**config.mk**
```make
export PLATFORM = sky130hd
export DESIGN_NAME = apb_arbiter
export DESIGN_NICKNAME = d
export VERILOG_FILES = /design/src/rtl/apb_arb_pkg.sv /design/src/rtl/apb_rr_pick.sv /design/src/rtl/apb_arbiter.sv
export SDC_FILE = /design/constraint.sdc
export NUM_CORES = 1
export LEC_CHECK = 0
export CORE_AREA = 5 5 154 156
export DETAILED_ROUTE_END_ITERATION = 8
export DIE_AREA = 0 0 159 161
export SYNTH_ARGS = -nofsm -noshare
export SYNTH_HDL_FRONTEND = slang
export SYNTH_HIERARCHICAL = 1
export SYNTH_SLANG_ARGS = --single-unit
```
**constraint.sdc**
```tcl
create_clock -name clk -period 3.1 [get_ports clk]
set_input_delay 0.93 -clock clk [delete_from_list [all_inputs] [get_ports clk]]
set_output_delay 0.93 -clock clk [all_outputs]
set_load 0.03 [all_outputs]
```
**src/rtl/apb_arb_pkg.sv**
```systemverilog
// Shared types and defaults for the APB requester-port arbiter.
package apb_arb_pkg;

  // APB transfer sequencing states
  typedef enum logic [1:0] {
    IDLE   = 2'd0,
    SETUP  = 2'd1,
    ACCESS = 2'd2
  } state_t;

  // Default ACCESS-phase watchdog limit (only meaningful with APB_ARB_TIMEOUT_EN)
  localparam int TIMEOUT_CYCLES_DEF = 256;

endpackage : apb_arb_pkg

```
**src/rtl/apb_rr_pick.sv**
```systemverilog
// Combinational round-robin picker: first set bit of (req & ~mask),
// searching upward from ptr and wrapping at NUM_REQ-1 -> 0.
module apb_rr_pick
  import apb_arb_pkg::*;
#(
  parameter int NUM_REQ = 4,
  parameter int IDX_W   = $clog2(NUM_REQ)
) (
  input  logic [NUM_REQ-1:0] req,
  input  logic [IDX_W-1:0]   ptr,
  input  logic [NUM_REQ-1:0] mask,
  output logic [IDX_W-1:0]   grant,
  output logic               any
);

  logic [NUM_REQ-1:0] cand;

  assign cand = req & ~mask;

  // Walk offsets from farthest to nearest so the nearest candidate wins
  always_comb begin
    int                idx;
    logic [IDX_W-1:0]  sel;
    grant = '0;
    any   = 1'b0;
    idx   = 0;
    sel   = '0;
    for (int off = NUM_REQ - 1; off >= 0; off--) begin
      idx = int'(ptr) + off;
      if (idx >= NUM_REQ) idx = idx - NUM_REQ;
      sel = idx[IDX_W-1:0];
      if (cand[sel]) begin
        grant = sel;
        any   = 1'b1;
      end
    end
  end

endmodule : apb_rr_pick

```
**src/rtl/apb_arbiter.sv**
```systemverilog
// Round-robin arbiter sharing one APB requester port among NUM_REQ agents.
// Optional ACCESS-phase watchdog enabled by defining APB_ARB_TIMEOUT_EN.
module apb_arbiter
  import apb_arb_pkg::*;
#(
  parameter int NUM_REQ        = 4,
  parameter int ADDR_W         = 32,
  parameter int DATA_W         = 32,
  parameter int TIMEOUT_CYCLES = TIMEOUT_CYCLES_DEF
) (
  input  logic                      clk,
  input  logic                      nReset,
  input  logic [NUM_REQ-1:0]        req_valid,
  input  logic [NUM_REQ*ADDR_W-1:0] req_addr,
  input  logic [NUM_REQ-1:0]        req_write,
  input  logic [NUM_REQ*DATA_W-1:0] req_wdata,
  output logic [NUM_REQ-1:0]        req_done,
  output logic [DATA_W-1:0]         req_rdata,
  output logic                      req_err,
  output logic [ADDR_W-1:0]         paddr,
  output logic                      pwrite,
  output logic [DATA_W-1:0]         pwdata,
  output logic                      psel,
  output logic                      penable,
  input  logic                      pready,
  input  logic [DATA_W-1:0]         prdata,
  input  logic                      pslverr
);

  localparam int IDX_W = $clog2(NUM_REQ);

  if (NUM_REQ < 2 || NUM_REQ > 8 || TIMEOUT_CYCLES < 2) begin : g_bad_cfg
    $error("apb_arbiter: unsupported NUM_REQ or TIMEOUT_CYCLES");
  end

  state_t              state_q, state_d;
  logic [IDX_W-1:0]    grant_q, grant_d;
  logic [IDX_W-1:0]    rr_q, rr_d;
  logic [ADDR_W-1:0]   paddr_q, paddr_d;
  logic                pwrite_q, pwrite_d;
  logic [DATA_W-1:0]   pwdata_q, pwdata_d;
  logic                psel_q, psel_d;
  logic                penable_q, penable_d;

  logic [IDX_W-1:0]    grant_inc;
  logic [IDX_W-1:0]    pick_ptr, pick_idx;
  logic [NUM_REQ-1:0]  pick_mask, grant_oh;
  logic                pick_any;
  logic                done_ok, done_to, done;

  for (genvar gi = 0; gi < NUM_REQ; gi++) begin : g_oh
    assign grant_oh[gi] = (grant_q == IDX_W'(gi));
  end

  assign grant_inc = (grant_q == IDX_W'(NUM_REQ - 1)) ? '0 : grant_q + IDX_W'(1);

  // In ACCESS the next winner is searched from grant+1 with the current
  // grant excluded, so a back-to-back hand-off never re-picks the same agent.
  assign pick_ptr  = (state_q == ACCESS) ? grant_inc : rr_q;
  assign pick_mask = (state_q == ACCESS) ? grant_oh  : '0;

  apb_rr_pick #(
    .NUM_REQ (NUM_REQ),
    .IDX_W   (IDX_W)
  ) u_pick (
    .req   (req_valid),
    .ptr   (pick_ptr),
    .mask  (pick_mask),
    .grant (pick_idx),
    .any   (pick_any)
  );

`ifdef APB_ARB_TIMEOUT_EN
  localparam int WD_W = $clog2(TIMEOUT_CYCLES + 1);

  logic [WD_W-1:0] wdog_q, wdog_d;

  // A pready in the limit cycle wins, so the forced path requires pready low
  assign done_to = (state_q == ACCESS) && !pready && (wdog_q == WD_W'(TIMEOUT_CYCLES - 1));

  // Watchdog clears while in SETUP (entry to ACCESS) and counts stalled ACCESS cycles
  always_comb begin
    wdog_d = wdog_q;
    if (state_q == SETUP) begin
      wdog_d = '0;
    end else if (state_q == ACCESS && !pready && !done_to) begin
      wdog_d = wdog_q + WD_W'(1);
    end
  end

  // Watchdog register
  always_ff @(posedge clk or negedge nReset) begin
    if (!nReset) wdog_q <= '0;
    else         wdog_q <= wdog_d;
  end
`else
  assign done_to = 1'b0;
`endif

  assign done_ok   = (state_q == ACCESS) && pready;
  assign done      = done_ok | done_to;
  assign req_done  = grant_oh & {NUM_REQ{done}};
  assign req_rdata = done_ok ? prdata : '0;
  assign req_err   = (done_ok & pslverr) | done_to;

  // Next-state: grant loading, SETUP/ACCESS sequencing and back-to-back hand-off
  always_comb begin
    state_d   = state_q;
    grant_d   = grant_q;
    rr_d      = rr_q;
    paddr_d   = paddr_q;
    pwrite_d  = pwrite_q;
    pwdata_d  = pwdata_q;
    psel_d    = psel_q;
    penable_d = penable_q;
    unique case (state_q)
      IDLE: begin
        psel_d    = 1'b0;
        penable_d = 1'b0;
        if (pick_any) begin
          grant_d  = pick_idx;
          paddr_d  = req_addr[pick_idx*ADDR_W +: ADDR_W];
          pwrite_d = req_write[pick_idx];
          pwdata_d = req_wdata[pick_idx*DATA_W +: DATA_W];
          psel_d   = 1'b1;
          state_d  = SETUP;
        end
      end
      SETUP: begin
        penable_d = 1'b1;
        state_d   = ACCESS;
      end
      ACCESS: begin
        if (done) begin
          rr_d      = grant_inc;
          penable_d = 1'b0;
          if (pick_any) begin
            grant_d  = pick_idx;
            paddr_d  = req_addr[pick_idx*ADDR_W +: ADDR_W];
            pwrite_d = req_write[pick_idx];
            pwdata_d = req_wdata[pick_idx*DATA_W +: DATA_W];
            psel_d   = 1'b1;
            state_d  = SETUP;
          end else begin
            psel_d  = 1'b0;
            state_d = IDLE;
          end
        end
      end
      default: begin
        psel_d    = 1'b0;
        penable_d = 1'b0;
        state_d   = IDLE;
      end
    endcase
  end

  // State and registered APB outputs; reset abandons any in-flight transfer
  always_ff @(posedge clk or negedge nReset) begin
    if (!nReset) begin
      state_q   <= IDLE;
      grant_q   <= '0;
      rr_q      <= '0;
      paddr_q   <= '0;
      pwrite_q  <= 1'b0;
      pwdata_q  <= '0;
      psel_q    <= 1'b0;
      penable_q <= 1'b0;
    end else begin
      state_q   <= state_d;
      grant_q   <= grant_d;
      rr_q      <= rr_d;
      paddr_q   <= paddr_d;
      pwrite_q  <= pwrite_d;
      pwdata_q  <= pwdata_d;
      psel_q    <= psel_d;
      penable_q <= penable_d;
    end
  end

  assign paddr   = paddr_q;
  assign pwrite  = pwrite_q;
  assign pwdata  = pwdata_q;
  assign psel    = psel_q;
  assign penable = penable_q;

endmodule : apb_arbiter

```
==> results.toml <==
[die]
core_um2 = 22200
die-area_um2 = 25600
die_w_um = 159
fp-row-count = 55
io_pins = 404
dieHeight_um = 161
start_util_pct = 21.4

[synthesis]
syn_nets = 619
synth_cell_types = 26
yosysSeqAreaShare_pct = 38.5
yosys.area_share.simple_pct = 7.93
synthXorXnorAreaFrac_pct = 0
synth.area.mux_share_pct = 47.6
syn_avg_cell_area_um2 = 15.1
synth_area_um2 = 4750
yosys_warnings = 6
synth_top_family_by_area = "multiplexers"
synth_adder_area_share_pct = 1.05
ys_seq_elements = 73
synth_compound_area_share_pct = 1.11
netlist_instances = 315

[place]
gp_congestion = 0.895
postPlaceCellArea_um2 = 9090
io_buffers = 403
dp.final_hpwl_mm = 17.0

[clock_tree]
cts_tree = "yes"
insertion_delay_ns = 0.34
cts_buffers = 9
cts-htree-levels = 3
clock_path_buffers = 2
root_buffer = "clkbuf_16"
clk_pin_slew_ns = 0.06
cts.sinks = 73

[finish]
stdcell_area_um2 = 9440
drive_gt1_share_pct = 28.9
area_growth_pct = 98.7
nNetsFinal = 1019
fillerInstances = 2028
final_util_pct = 42.5
most-common-layout-cells = "clkdlybuf4s50_1, dfrtp_1, mux2_2"
layout_commonest_cell = "clkdlybuf4s50_1"

[sta]
drv_slew = 0
rsz0062_at_grt = "no"
fin_crit_sh_pct = 95.7
setup_violations = 0
setup_tns_ns = 0
fin_crit_ns = 2.97
clock_skew_ns = 0.0109
maxSlewHeadroom_pct = 64.9
max_freq_mhz = 337
worstMarginPinSlew_ns = 0.527
hold_viol_final = 0

[power_and_ir_drop]
powerDensity_nw_per_um2 = 936
finalPower_mw = 8.84
cellLeakagePower_nw = 3.77
ir_drop_mv = 0.493

[detailed_routing]
wire_per_inst_um = 20.8
antenna_left = 0
first_iter_violations = 185
drc = 0
drtPass1Iterations = 4
via_count = 4560
drt-total-wl_mm = 21.0
via_per_inst = 4.53

[hold_path]
hp-class = "flop to flop"

[setup_path]
cp_data_arrival_time_ns = 3.18
crit_required_ns = 3.32
crit_fanout = 29
max_stage_delay_ns = 0.54
cp_slowest_cell = "mux4_2"
end_kind = "flop"
path_class = "primary input to flop"
worst_setup_path_start_kind = "primary input"
path_cells = "clkdlybuf4s50_1 -> nor2b_2 -> a21oi_1 -> a211oi_4 -> buf_12 -> buf_16 -> mux4_2 -> mux2_2"

[grt]
grt_pass1_vias = 5349
grt-ovfl-total = 0
grt_usage_pct = 15.7
antenna_found_initial = 4
grt_max_degree = 42
grt_pass1_wl_mm = 31.4

[status]
status = "complete, no violations"

[run]
maxCapViolations = 0
-- cell families after synthesis --
group / Yosys count
fa+ha+maj: 4
simple gates: 61
mux: 136
compound gates: 8
buf+inv: 33
flops: 73
-- flip-flops by register name, indices dropped and copies added, names as in the netlist --
| register | flops |
|---|---|
| grant_q | 2 |
| pwrite | 1 |
| penable | 1 |
| pwdata | 32 |
| state_q | 2 |
| rr_q | 2 |
| paddr | 32 |
| psel | 1 |
-- power breakdown --
part	switching [mW]	internal, mW	leakage (nW)	total, mW
logic	2.79	3.22	2.77	6.01
clock network	0.435	0.627	0.139	1.06
registers	0.287	1.48	0.854	1.76
total	3.52	5.32	3.77	8.84
-- timing repair --
action / CTS / global route
resized for setup: 0 / 4
setup buffers: 0 / 1
endpoints found under the setup margin: 0 / 36
hold buffers: 0 / 0
-- stage by stage --
step,hold WS [ns],instances,worst slack [ns]
floorplan,0.477,315,0.291
global placement,0.476,987,-0.277
detailed placement,0.476,987,-0.299
CTS,0.496,1003,0.0625
global route,0.512,1006,0.00912
finish,0.486,1006,0.134
-- synth_stat cells --
cell type  count  area (µm²)
a211oi_2       1        12.5
a21o_1         1        7.51
a21oi_1        2        10.0
and2_1         5        31.3
and3_1        37         231
buf_2         11        55.1
buf_4          2        15.0
buf_6          5        56.3
clkbuf_1      11        41.3
dfrtp_1       73        1830
ha_1           4        50.1
inv_1          4        15.0
mux2_2        70         788
mux2i_1        1        10.0
mux4_2        65        1460
nand2_1        3        11.3
nand2b_1       5        31.3
nand3_1        1        5.00
nand3b_1       1        7.51
nor2_1         1        3.75
nor2b_1        6        37.5
nor3_1         1        5.00
nor3b_2        1        12.5
o21ai_0        2        10.0
o21ai_1        1        5.00
o31ai_1        1        7.51
-- worst max-delay path, delay by kind of cell --
kind / cells / cell delay [ns]
buffers and inverters: 3 / 0.87
multiplexers: 2 / 0.82
AO/OA/AOI/OAI: 2 / 0.37
AND/OR/NAND/NOR: 1 / 0.17
-- layer usage --
layer	global-route usage, %	part of all wire (%)	vias up
li1	-	-	2053
met1	16.4	35	2212
met2	29.7	55	263
met3	5.15	8.9	26
met4	5.00	1.8	6
met5	0	0.26	-
-- area by class of cell --
type	count	area [µm²]	area share [%]
antenna	1	2.50	0.0265
clock buffer	10	229	2.43
clock inverter	6	67.6	0.716
inverter	4	15.0	0.159
multi-input combinational	209	2770	29.4
sequential	73	1830	19.4
tap	285	357	3.78
timing repair buffer	418	4170	44.2
-- worst paths after layout --
path / startpoint / endpoint / slack [ns] / depth (start not counted)
min in group asynchronous: nReset / pwdata[5] / 0.56 / 1
min: psel / psel / 0.49 / 1
max in group asynchronous: nReset / pwdata[0] / 1.86 / 2
min reg2reg: psel / psel / 0.49 / 1
max: req_valid[1] / pwdata[11] / 0.13 / 8
max reg2reg: grant_q[0] / pwdata[11] / 0.24 / 10
(Power assumes the default switching activity.)
==> variant 1 (same settings) <==
`pwdata_q` no longer has a reset.
--- a/src/rtl/apb_arbiter.sv
+++ b/src/rtl/apb_arbiter.sv
@@ -164,5 +164,4 @@
       paddr_q   <= '0;
       pwrite_q  <= 1'b0;
-      pwdata_q  <= '0;
       psel_q    <= 1'b0;
       penable_q <= 1'b0;
@@ -173,8 +172,11 @@
       paddr_q   <= paddr_d;
       pwrite_q  <= pwrite_d;
-      pwdata_q  <= pwdata_d;
       psel_q    <= psel_d;
       penable_q <= penable_d;
     end
+  end
+
+  always_ff @(posedge clk) begin
+    pwdata_q <= pwdata_d;
   end
 
Formal check against the unedited RTL: not equivalent (Yosys sat finds a counterexample within 4 cycles, from zero or initial values and one cycle with nReset low).
==> variant 1 against the original RTL <==
Sequential share of layout area grew 1.8 points; largest cell class unchanged; routed wire length shrank 0.69%; total power shrank 0.15%; highest routed layer unchanged; worst setup slack gained 2.0 ps; count of clock-buffer cells in the layout is the same; sequential cell count is the same; largest power group unchanged; area after synthesis shrank 4.6%; final area shrank 0.52%.
==> variant 1: results <==
set metrics [dict create \
    num_antenna_cells 0 \
    yosys.cell_types.count 28 \
    r2r-end "paddr[31]$_DFFE_PN0P_" \
    finalClockSkew_ps 7.134 \
    synth_common_cells "mux4_2 (65), dfrtp_1 (41), mux2_2 (38)" \
    rr_startpoint "state_q[0]$_DFFE_PN0P_" \
    synth_edf_count 32 \
    grt_pass1_vias 4980 \
    antenna_found_initial 1 \
    clockBufferDepth 2 \
    seqPwrFrac 0.217 \
    cp_max_fo 33 \
    met2_length_mm 11.21 \
    status "completed" \
    hp-class "flip-flop to flip-flop" \
    ys_async_sr_fraction 0.5616 \
    crit_start "pready" \
    crit_end "req_rdata[14]" \
    pwr-share-clk 0.139 \
    wl_met3_mm 1.656 \
    placed_area_um2 9047 \
    drive_gt1_frac 0.2643 \
    grt_max_degree 39 \
    drt_wl_total_mm 20.81 \
    nNetsFinal 999 \
    grt_pass1_wl_mm 31.01 \
    gr-usage-met2 0.2888 \
    slowest_stage "clkdlybuf4s50_1" \
    met3_usage 0.04542 \
    ys.flop_type "dfrtp_1" \
    grt.met1_usage 0.1784 \
    place_congestion 0.8507 \
    crit_arrival_ps 2030 \
    pwr.group.clock_mw 1.23 \
    p_int_mw 5.456 \
    synthTopCellsByArea "mux4_2 (32%), dfrtp_1 (23%), edfxtp_1 (21%)" \
    dp_hpwl_mm 17.64 \
    seq_area_frac_synth 0.4386 \
    hold_ws_ps 488.8 \
    r2r_cells 9 \
    worst_slew_pin_slew_ps 471.9 \
    syn_nets 585 \
    highest_layer "met5" \
    drt_iter0_markers 239 \
    vdd_ir_drop_max_v 0.0004187 \
    wl_met1_mm 7.673 \
    p_leak_nw 3.657 \
    reg2reg_slack_ps 250 \
    vias 4421 \
    grt_use_total 0.1559 \
]
-- variant 1: cell count changes in the layout (fill, tap and decap cells not counted), moves of 2 or more --
cell and delta:
mux2_2 -32, buf_12 +6, buf_4 +7, nor2b_2 -2, nor2b_1 +2, bufinv_16 +2, dfrtp_1 -32, edfxtp_1 +32
-- variant 1: per-stage QoR --
step                      setup TNS, ps  cells  setup slack [ps]
final                                 0    985             136.0
after CTS                             0    985             141.9
after detailed placement          -6531    969            -200.1
after floorplan                       0    281             179.8
after global routing                  0    985             41.29
after global placement            -3201    969            -116.3
-- variant 1: cells by family (layout without fill, tap and decap cells) --
logic type,after synthesis,in the layout,share of synthesized area
fa+ha+maj,4,4,0.01105
simple gates,62,62,0.08368
buf+inv,30,449,0.03535
compound gates,8,8,0.01160
flops,73,73,0.4386
mux,104,104,0.4198
-- variant 1: cell type report --
class	instances	area, um2
sequential	73	1987
clock buffer	10	229.0
timing repair buffer	429	4282
inverter	4	15.01
tap	285	356.6
clock inverter	6	115.1
fill	2055	12840
multi-input combinational	178	2407
==> variant 2 (config.mk and constraints unchanged) <==
Made on the original files. Build with the macro `APB_ARB_TIMEOUT_EN` defined.
--- a/src/rtl/apb_arbiter.sv
+++ b/src/rtl/apb_arbiter.sv
@@ -1,4 +1,6 @@
 // Round-robin arbiter sharing one APB requester port among NUM_REQ agents.
 // Optional ACCESS-phase watchdog enabled by defining APB_ARB_TIMEOUT_EN.
+`define APB_ARB_TIMEOUT_EN
+
 module apb_arbiter
   import apb_arb_pkg::*;
Check against the original RTL: not settled (the Yosys comparison gave no result); the edit may change what the design does.
==> variant 2 against the original RTL <==
Worst setup slack lost 65 ps; area after synthesis is 9.7% higher; total power increased by 2.7%; final area increased by 6.0%; combinational power about the same; routed wire length is essentially flat; critical path depth fell by 4; sequential cell count increased by 9; highest routed layer is now met4.
==> variant 2: results <==
set metrics [dict create \
    grt_pass1_wl_mm 31.97 \
    num_antenna_cells 0 \
    status "completed" \
    synth_common_cells "dfrtp_1 (82), mux2_2 (68), mux4_2 (65)" \
    crit_path_max_incr_delay_ps 520 \
    syn_nets 672 \
    drt_iter0_markers 158 \
    reg2reg_slack_ps 200 \
    placed_area_um2 9664 \
    cp_max_fo 32 \
    dp_cells 1038 \
    crit_arrival_ps 2100 \
    vdd_ir_drop_max_v 0.0005669 \
    post_drt_wl_per_cell_um 19.87 \
    ys_seq_elements 82 \
    place_congestion 0.8035 \
    relSlewSlack 0.5737 \
    r2r_cells 9 \
    hold_end "wdog_q[7]$_DFFE_PN0P_" \
    multi_input_area_um2 3018 \
    layoutNonFillerInstCount 1055 \
    vias_per_cell 4.649 \
    nNetsFinal 1071 \
    antenna_found_initial 0 \
    finalClockSkew_ps 6.930 \
    grt_max_degree 45 \
    p_leak_nw 4.030 \
    dp_hpwl_mm 17.43 \
    yosys.cell_types.count 34 \
    r2r-end "pwdata[8]$_DFFE_PN0P_" \
    synth_area_per_cell_um2 14.24 \
    seq_area_frac_synth 0.3938 \
    crit_start "pready" \
    hold_ws_ps 472.8 \
    fillers 2002 \
]
## variant 2: cell types whose count changed after synthesis, sizes merged, moves of 3 or more
cell    before  now
and2         5    9
nand2        3   14
o21ai        3    6
and3        37   33
nand2b       5    8
nand3        1    7
dfrtp       73   82
mux2i        1    7
## variant 2: kinds of logic (layout without fill, tap and decap cells)
family,count (synthesis),count (layout),synth area share
multiplexers,140,140,0.4413
buffers and inverters,36,440,0.03361
adder cells (fa/ha/maj),6,6,0.01441
AO/OA/AOI/OAI,14,14,0.01777
flip-flops,82,82,0.3938
AND/OR/NAND/NOR,88,88,0.09916
## variant 2: layer usage
metal	track usage	wire, um	vias to the layer above
met5	0	0	-
met4	0.05312	478	0
li1	-	-	2226
met1	0.1768	7685	2420
met3	0.04746	1632	27
met2	0.2886	11170	232
## variant 2: cell type report
class,count,area share
repair buffers,419,0.4236
multi-input cells,248,0.3017
flip-flops and latches,82,0.2051
well taps,285,0.03565
clock buffers,11,0.02427
clock inverters,5,0.007755
inverters,5,0.001876
## variant 2: critical path, delay by kind of cell
| kind | cells | cell delay, ps |
|---|---|---|
| buffers and inverters | 3 | 880 |
| and+or+nand+nor | 1 | 290 |
## variant 2: what timing repair did
action | CTS | global route
setup endpoints to repair | 0 | 62
gates resized for setup | 0 | 4
setup buffers | 0 | 1
## variant 2: per-stage QoR
stage | power [mW] | worst slack, ps
3_5_place_dp | 8.019 | -237.4
5_1_grt | 9.634 | -0.2651
4_1_cts | 9.237 | 17.48
2_1_floorplan | 5.778 | 140.4
3_3_place_gp | 7.901 | -221.1
6_report | 9.076 | 69.31
## variant 2: power breakdown
group | switching [mW] | total [mW] | internal [mW] | leakage, nW
Sequential | 0.312 | 1.92 | 1.61 | 0.979
Combinational | 2.80 | 6.00 | 3.20 | 2.89
Clock | 0.433 | 1.16 | 0.725 | 0.156
